File: config.mk
export PLATFORM = sky130hd
export DESIGN_NAME = ctl_game_multi
export DESIGN_NICKNAME = d
export VERILOG_FILES = /design/src/rtl/ctl_game_multi.sv
export SDC_FILE = /design/constraint.sdc
export NUM_CORES = 1
export LEC_CHECK = 0
export BUFFER_PORTS_ARGS = -buffer_cell sky130_fd_sc_hd__buf_2
export CAP_MARGIN = 20
export CORE_UTILIZATION = 57
export CTS_CLUSTER_DIAMETER = 40
export DETAILED_ROUTE_END_ITERATION = 12
export PLACE_DENSITY = 0.77
export SLEW_MARGIN = 20
export SYNTH_ARGS = -nofsm -noshare
export SYNTH_HDL_FRONTEND = slang
export SYNTH_SLANG_ARGS = --single-unit
File: constraint.sdc
create_clock -name clk -period 2.8 [get_ports clk]
set_clock_uncertainty 0.05 [all_clocks]
set_input_delay 0.56 -clock clk [delete_from_list [all_inputs] [get_ports clk]]
set_output_delay 0.56 -clock clk [all_outputs]
set_load 0.02 [all_outputs]
File: src/rtl/ctl_game_multi.sv
// Multi-player game controller: per-player BCD score/ammo, IDLE/LOAD/PLAY/GRACE/OVER FSM, winner pick.
// Optional feature: define AMMO_REFILL_EN to make each hit also add one shell.
module ctl_game_multi #(
    parameter int N_PLAYERS    = 2,
    parameter int AMMO_MAX     = 20,
    parameter int WIN_SCORE    = 30,
    parameter int GRACE_FRAMES = 30,
    localparam int WINNER_W    = (N_PLAYERS > 1) ? $clog2(N_PLAYERS) : 1
) (
    input  logic                   clk,
    input  logic                   rst,
    input  logic                   new_frame,
    input  logic                   reset_score,
    input  logic [N_PLAYERS-1:0]   shot_fired,
    input  logic [N_PLAYERS-1:0]   hit,
    output logic [8*N_PLAYERS-1:0] score_bcd,
    output logic [8*N_PLAYERS-1:0] ammo_bcd,
    output logic [N_PLAYERS-1:0]   no_ammo,
    output logic                   playing,
    output logic                   game_over,
    output logic [WINNER_W-1:0]    winner,
    output logic                   tie
);

    typedef enum logic [2:0] {S_IDLE, S_LOAD, S_PLAY, S_GRACE, S_OVER} state_t;

    localparam logic [7:0] AMMO_BCD  = 8'((AMMO_MAX / 10) * 16 + (AMMO_MAX % 10));
    localparam logic [7:0] WIN_BCD   = 8'((WIN_SCORE / 10) * 16 + (WIN_SCORE % 10));
    localparam logic [7:0] GRACE_END = 8'(GRACE_FRAMES);

    state_t              r_state, w_stateNext;
    logic [7:0]          r_score     [N_PLAYERS];
    logic [7:0]          r_ammo      [N_PLAYERS];
    logic [7:0]          w_scoreNext [N_PLAYERS];
    logic [7:0]          w_ammoNext  [N_PLAYERS];
    logic [7:0]          r_grace, w_graceNext;
    logic [WINNER_W-1:0] r_winner, w_winIdx;
    logic                r_tie, w_tie;
    logic                w_anyWin, w_allDry, w_counting;
    logic [7:0]          w_best;

    function automatic logic [7:0] bcdInc(input logic [7:0] v);
        logic [7:0] res;
        if (v == 8'h99)
            res = v;
        else if (v[3:0] == 4'd9)
            res = {v[7:4] + 4'd1, 4'd0};
        else
            res = {v[7:4], v[3:0] + 4'd1};
        return res;
    endfunction

    function automatic logic [7:0] bcdDec(input logic [7:0] v);
        logic [7:0] res;
        if (v == 8'h00)
            res = v;
        else if (v[3:0] == 4'd0)
            res = {v[7:4] - 4'd1, 4'd9};
        else
            res = {v[7:4], v[3:0] - 4'd1};
        return res;
    endfunction

    // A restart request freezes the counters for the cycle it is seen.
    assign w_counting = ((r_state == S_PLAY) || (r_state == S_GRACE)) && !reset_score;

    always_comb begin
        for (int p = 0; p < N_PLAYERS; p++) begin
            w_scoreNext[p] = r_score[p];
            w_ammoNext[p]  = r_ammo[p];
            if (r_state == S_LOAD) begin
                w_scoreNext[p] = 8'h00;
                w_ammoNext[p]  = AMMO_BCD;
            end else if (w_counting) begin
                if (hit[p])
                    w_scoreNext[p] = bcdInc(r_score[p]);
`ifdef AMMO_REFILL_EN
                if (shot_fired[p] && hit[p]) begin
                    if (r_ammo[p] == 8'h00)
                        w_ammoNext[p] = 8'h01;
                end else if (shot_fired[p]) begin
                    w_ammoNext[p] = bcdDec(r_ammo[p]);
                end else if (hit[p] && (r_ammo[p] < AMMO_BCD)) begin
                    w_ammoNext[p] = bcdInc(r_ammo[p]);
                end
`else
                if (shot_fired[p])
                    w_ammoNext[p] = bcdDec(r_ammo[p]);
`endif
            end
        end
    end

    always_comb begin
        w_anyWin = 1'b0;
        for (int p = 0; p < N_PLAYERS; p++) begin
            if (r_score[p] >= WIN_BCD)
                w_anyWin = 1'b1;
        end
    end

    assign w_allDry = &no_ammo;

    always_comb begin
        w_stateNext = r_state;
        w_graceNext = r_grace;
        case (r_state)
            S_IDLE: begin
                if (reset_score)
                    w_stateNext = S_LOAD;
            end
            S_LOAD: w_stateNext = S_PLAY;
            S_PLAY: begin
                if (w_anyWin) begin
                    w_stateNext = S_OVER;
                end else if (w_allDry) begin
                    w_stateNext = S_GRACE;
                    w_graceNext = 8'd0;
                end
            end
            S_GRACE: begin
                if (new_frame && (r_grace != GRACE_END))
                    w_graceNext = r_grace + 8'd1;
                if (w_anyWin)
                    w_stateNext = S_OVER;
                else if (r_grace == GRACE_END)
                    w_stateNext = S_OVER;
`ifdef AMMO_REFILL_EN
                else if (!w_allDry)
                    w_stateNext = S_PLAY;
`endif
            end
            S_OVER:  w_stateNext = S_OVER;
            default: w_stateNext = S_IDLE;
        endcase
        if (reset_score && (r_state != S_LOAD))
            w_stateNext = S_LOAD;
    end

    // Winner is judged on the scores that will be frozen, lowest index keeps ties.
    always_comb begin
        w_best   = w_scoreNext[0];
        w_winIdx = '0;
        w_tie    = 1'b0;
        for (int p = 1; p < N_PLAYERS; p++) begin
            if (w_scoreNext[p] > w_best) begin
                w_best   = w_scoreNext[p];
                w_winIdx = WINNER_W'(p);
                w_tie    = 1'b0;
            end else if (w_scoreNext[p] == w_best) begin
                w_tie = 1'b1;
            end
        end
    end

    always_ff @(posedge clk or posedge rst) begin
        if (rst) begin
            r_state  <= S_IDLE;
            r_grace  <= 8'd0;
            r_winner <= '0;
            r_tie    <= 1'b0;
            for (int p = 0; p < N_PLAYERS; p++) begin
                r_score[p] <= 8'h00;
                r_ammo[p]  <= 8'h00;
            end
        end else begin
            r_state <= w_stateNext;
            r_grace <= w_graceNext;
            for (int p = 0; p < N_PLAYERS; p++) begin
                r_score[p] <= w_scoreNext[p];
                r_ammo[p]  <= w_ammoNext[p];
            end
            if (r_state == S_LOAD) begin
                r_winner <= '0;
                r_tie    <= 1'b0;
            end else if ((w_stateNext == S_OVER) && (r_state != S_OVER)) begin
                r_winner <= w_winIdx;
                r_tie    <= w_tie;
            end
        end
    end

    always_comb begin
        for (int p = 0; p < N_PLAYERS; p++) begin
            score_bcd[8*p +: 8] = r_score[p];
            ammo_bcd[8*p +: 8]  = r_ammo[p];
            no_ammo[p]          = (r_ammo[p] == 8'h00);
        end
    end

    assign playing   = (r_state == S_PLAY) || (r_state == S_GRACE);
    assign game_over = (r_state == S_OVER);
    assign winner    = r_winner;
    assign tie       = r_tie;

endmodule

* Word-level counts from Yosys, hierarchy flattened *
Index checks and enable logic that the tools add are counted.

storage, ports and cells
  register bits after elaboration = 45
  latch bits = 0
  bits in writable memories = 0
  ROM bits = 0
  input bits = 8
  output and inout bits = 38
  logic and storage cells = 105
  memories kept = 0

cells by class
  $add $sub $neg = 9
  $mul = 0
  divide/modulo/power cells = 0
  magnitude comparators = 3
  equal/unequal tests = 19
  shifts and indexed selects = 0
  multiplexer cells = 40
  bitwise gates (word level) = 0
  reductions and logical operators = 24

operator list
  kind                                                                                 count
  8-bit two-way mux                                                                    23
  3-bit two-way mux                                                                    6
  4-bit by 1-bit adder with 4-bit output, second input constant                        4
  8-bit equality test, second input constant                                           2
  8-bit by 6-bit greater-or-equal comparator with 1-bit output, second input constant  2
  8-bit zero test                                                                      2
  8-bit case mux with 2 select lines                                                   1
  4-bit by 1-bit subtractor with 4-bit output, second input constant                   4
  3-bit case mux with 5 select lines                                                   1
  2-bit nonzero test                                                                   7
  4-bit AND reduction                                                                  3
  1-bit two-way mux                                                                    9
  8-bit by 1-bit adder with 8-bit output, second input constant                        1
  4-bit equality test, second input constant                                           2
  8-bit by 5-bit equality test with 1-bit output, second input constant                1
  8-bit equality test                                                                  1
  8-bit > comparator                                                                   1
  4-bit zero test                                                                      2
  8-bit by 5-bit inequality test with 1-bit output, second input constant              1
  3-bit by 2-bit equality test with 1-bit output, second input constant                2
  3-bit equality test, second input constant                                           2
  2-bit by 1-bit inequality test with 1-bit output, second input constant              3
  3-bit AND reduction                                                                  2
  1-bit logical AND                                                                    4
  8 further kinds                                                                      9

* Logic depth before layout (Yosys ltp) *
  depth in word-level cells = 11
  depth in mapped cells = 13

* Worst setup path after synthesis *
No wires, ideal clock.

  path type = input to register
  start = in reset_score
  end = reg r_winner (netlist: winner)
  library setup time = 122 ps
  data arrival time = 2,578 ps
  required time = 2,628 ps
  setup slack = 50 ps
  stages = 10
  path buffers = 1
  cell sequence = and4bb_2 and4b_1 and2_1 buf_2 or3_1 ha_1 nand3_1 nor3_1 nor3_1 a32o_1

on the way
  longest elaborated chain between the ends = 8
  elaborated cells on any way between the ends = 17

ends and longest elaborated chain
  what                  line  text
  start, declared       13    input logic reset_score,
  1-bit zero test       65    assign w_counting = ((r_state == S_PLAY) || (r_state == S_GRACE)) && !reset_score;
  1-bit logical AND     65
  8-bit two-way mux     74    end else if (w_counting) begin
  8-bit two-way mux     71    if (r_state == S_LOAD) begin
  8-bit > comparator    146   if (w_scoreNext[p] > w_best) begin
  1-bit two-way mux     146
  1-bit two-way mux     176   end else if ((w_stateNext == S_OVER) && (r_state != S_OVER)) begin
  1-bit two-way mux     173   if (r_state == S_LOAD) begin
  end signal, assigned  177   r_winner <= w_winIdx;
  end, declared         37    logic [WINNER_W-1:0] r_winner, w_winIdx;

Several ways; a longest one is shown, not always the timed one. The select of a mux whose other input is x is not followed.
A chain may end at the register's enable or synchronous reset.

* Final worst setup path *
  start = reg r_state[2]
  end = reg r_winner (netlist: winner)

on the way
  longest elaborated chain between the ends = 9
  elaborated cells on any way between the ends = 28

ends and longest elaborated chain
  what                                            line     text
  start, declared                                 31       state_t r_state, w_stateNext;
  start signal, assigned                          167      r_state <= w_stateNext;
  3-bit by 2-bit equality test with 1-bit output  65, 107
  1-bit logical OR                                65
  1-bit logical AND                               65
  8-bit two-way mux                               74
  8-bit two-way mux                               71
  8-bit > comparator                              146
  1-bit two-way mux                               146
  1-bit two-way mux                               176
  1-bit two-way mux                               173

Several ways; a longest one is shown, not always the timed one. The select of a mux whose other input is x is not followed.

==> Flow_metrics.wiki <==
{| class="wikitable"
! Metric !! Value
|-
| Library cell used as clock root buffer || clkbuf_8
|-
| Die Width || 73.2 um
|-
| Fin. max-slew vios || 0
|-
| IO Port Bufs || 45
|-
| Die Height || 73.2 um
|-
| DPL Wire Length || 4.79 mm
|-
| Register cell area after layout || 1130 um^2
|-
| Number of antenna violations at the first check in global routing || 0
|-
| Detail Route Antenna Nets || 0
|-
| Share of synthesized area occupied by flip-flops and latches || 0.390
|-
| Diodes inserted || 0
|-
| Final Instance Count excl. Fillers || 444
|-
| Post-Syn Instances || 306
|-
| Seq cells post-synth || 45
|-
| Maximum number of pins on one net before global-route repair || 46
|-
| Share of the clock period used by the worst path after layout || 0.951
|-
| Commonest cells after routing, fill and taps aside || buf_2, dfrtp_1, nor2_1
|-
| Number of placed cells counting well taps || 430
|-
| RD Place Congestion || 0.813
|-
| Top cells by area, synth || dfrtp_1, ha_1, nor2_1
|-
| Setup WS pre-CTS || -0.141 ns
|-
| Placeable core area || 4790 um^2
|-
| Vias per Instance || 5.60
|-
| Worst path most repeated cell || nor3_1
|-
| Required @ worst endpoint || 2.95 ns
|-
| Initial DRT Pass Iterations || 4
|-
| Final number of hold-violating endpoints || 0
|-
| Final worst slack || 0.137 ns
|-
| Critical Path Fanout Max || 4
|-
| Worst-Skew Late Latency || 0.31 ns
|-
| Mapped cell area || 2890 um^2
|-
| Number of distinct library cells after synthesis || 56
|-
| Largest incremental delay on the critical path || 0.43 ns
|-
| Crit path cell chain || and4bb_2 > buf_4 > nand4_1 > xor2_1 > or3_1 > ha_1 > nand3_2 > nor3_1 > nor3_1 > a32o_1
|-
| Total power draw || 2.68 mW
|-
| Arrival @ worst endpoint || 2.82 ns
|-
| Nets || 410
|-
| Worst Setup Start Kind || flip-flop
|-
| Initial DRC count || 144
|-
| Global-route usage over all layers || 0.271
|-
| Total grt overflow || 0
|-
| Routed wire length || 6.70 mm
|-
| Total Neg Setup Slack || 0 ns
|-
| Number of rows in the core area || 25
|-
| CTS tree || yes
|-
| Wire length of the first global-routing pass || 11.0 mm
|-
| Kind of critical path || reg -> reg
|-
| I/O pin count || 46
|-
| Result of the run || complete, no violations
|-
| Classification of the worst-slack hold path || in -> async
|-
| Achievable Freq || 0.376 GHz
|-
| Share of Yosys cell area claimed by the top area cell type || 0.390
|-
| Routed len/inst || 15.1 um
|-
| Predominant post-synthesis flop cell || dfrtp_1
|-
| Cell type of the slowest stage on the worst timing path || dfrtp_2
|-
| Initial Utilization || 0.603
|-
| Fraction of synthesis flops using an asynchronous set or reset pin || 1.00
|-
| Number of flops mapped to enable cells by yosys || 0
|-
| Number of H-tree branching levels || 2
|-
| Power per Cell Area || 767 nW/um^2
|-
| End-of-flow core utilization || 0.731
|-
| Layout cell share with drive strength beyond 1 || 0.302
|-
| Peak supply drop || 557 uV
|-
| Clock sinks || 45
|-
| Max-slew headroom at the worst pin || 0.618
|-
| Filler instances || 377
|-
| Number of buffers added to fix hold violations after cts || 0
|-
| Vias in the first global route || 2397
|-
| Most common cell after layout, fill and taps aside || buf_2
|-
| Total of warnings raised by yosys || 0
|-
| Post-synth net total || 340
|-
| Die Outline Area || 5350 um^2
|-
| Post-route DRC violation count || 0
|-
| Avg Synthesized Cell Area || 9.43 um^2
|-
| Leak Pwr || 1.78 nW
|-
| Area used by multi-input combinational logic || 1670 um^2
|-
| Area leader, netlist || dfrtp_1
|-
| Sort of element at the end of the critical path || flip-flop
|-
| Final worst path period need || 2.66 ns
|-
| Relative area change from synthesis to final layout || 21.2%
|-
| Max capacitance violation total || 0
|-
| Slew at the pin closest to its max-slew limit || 0.573 ns
|-
| Via Count || 2485
|-
| Setup-failing EPs final || 0
|-
| Clock buffer depth || 2
|-
| Number of buffers created by CTS || 5
|-
| CTS clk-pin slew, worst paths || 0.10 ns
|}
report_power, final:
part / leakage, nW / switching, mW / internal, mW
Clock: 0.0591 / 0.247 / 0.272
Combinational: 1.12 / 0.726 / 0.511
Sequential: 0.603 / 0.155 / 0.772
sequential cells by signal, indices dropped and copies added, names as in the netlist:
register   count
ammo_bcd      16
r_grace        8
r_state        3
score_bcd     16
tie            1
winner         1
logic make-up after synthesis:
family                     count (synthesis)  synth area share
AOI/OAI and AO/OA                         49             0.111
and+or+nand+nor                          137             0.281
muxes                                      6            0.0230
xor gates and xnor gates                  13            0.0394
buffers and inverters                     30            0.0433
adders and majority gates                 26             0.113
DFF                                       45             0.390
critical path, delay by kind of cell (launching register included):
kind            cells  cell delay (ns)
buf+inv             1             0.14
xor+xnor            1             0.15
fa+ha+maj           1             0.33
compound gates      1             0.23
flops               1             0.43
simple gates        6             1.23
through the flow:
step                      hold slack [ns]  area [um^2]
after floorplan                     0.477         2890
after global placement              0.494         3300
after detailed placement            0.498         3300
after CTS                           0.339         3420
after global routing                0.388         3500
final                               0.326         3500
worst paths after layout:
path | cells after the start | endpoint | startpoint | slack, ns
max in group asynchronous | 3 | score_bcd[0] | rst | 1.96
worst min register to register | 2 | tie | tie | 0.51
worst max-delay path | 10 | winner | r_state[2] | 0.14
worst min-delay path | 3 | ammo_bcd[7] | rst | 0.33
worst max register to register | 10 | winner | r_state[2] | 0.14
min in group clk | 3 | r_state[2] | reset_score | 0.48
routing by layer:
| metal | GRT usage | up-vias | share of wire |
|---|---|---|---|
| met3 | 0.0663 | 13 | 0.041 |
| met4 | 0.0980 | 0 | 0.014 |
| li1 | - | 1209 | - |
| met2 | 0.437 | 55 | 0.48 |
| met1 | 0.355 | 1208 | 0.46 |
| met5 | 0 | - | 0 |
layout make-up:
type                    count  share of cell area
clock buffers               5              0.0197
clock inverters             3              0.0136
inverters                  23              0.0247
multi-input cells         231               0.477
flip-flops and latches     45               0.323
well taps                  67              0.0240
repair buffers             70               0.118
timing repair:
item	4_1_cts	5_1_grt
setup buffers	0	6
endpoints found under the setup margin	0	1
resized for setup	0	9
cells in the mapped netlist (all sizes together) (2+ instances only):
cell / count
and3: 4
nand4: 6
nor4b: 2
o211ai: 3
a311oi: 4
buf: 3
clkbuf: 4
nand3b: 4
nor2: 37
or2: 8
xnor2: 6
nor3b: 10
o21ai: 11
dfrtp: 45
mux2: 2
nand2: 27
mux2i: 4
nor4: 2
o22ai: 3
and2: 2
a21oi: 17
nand3: 12
inv: 23
and4bb: 2
nor3: 6
nand2b: 3
nor2b: 2
or3: 4
and4b: 2
o21a: 2
ha: 26
xor2: 7
or3b: 2
No activity file was read; power rests on OpenSTA's default activity.
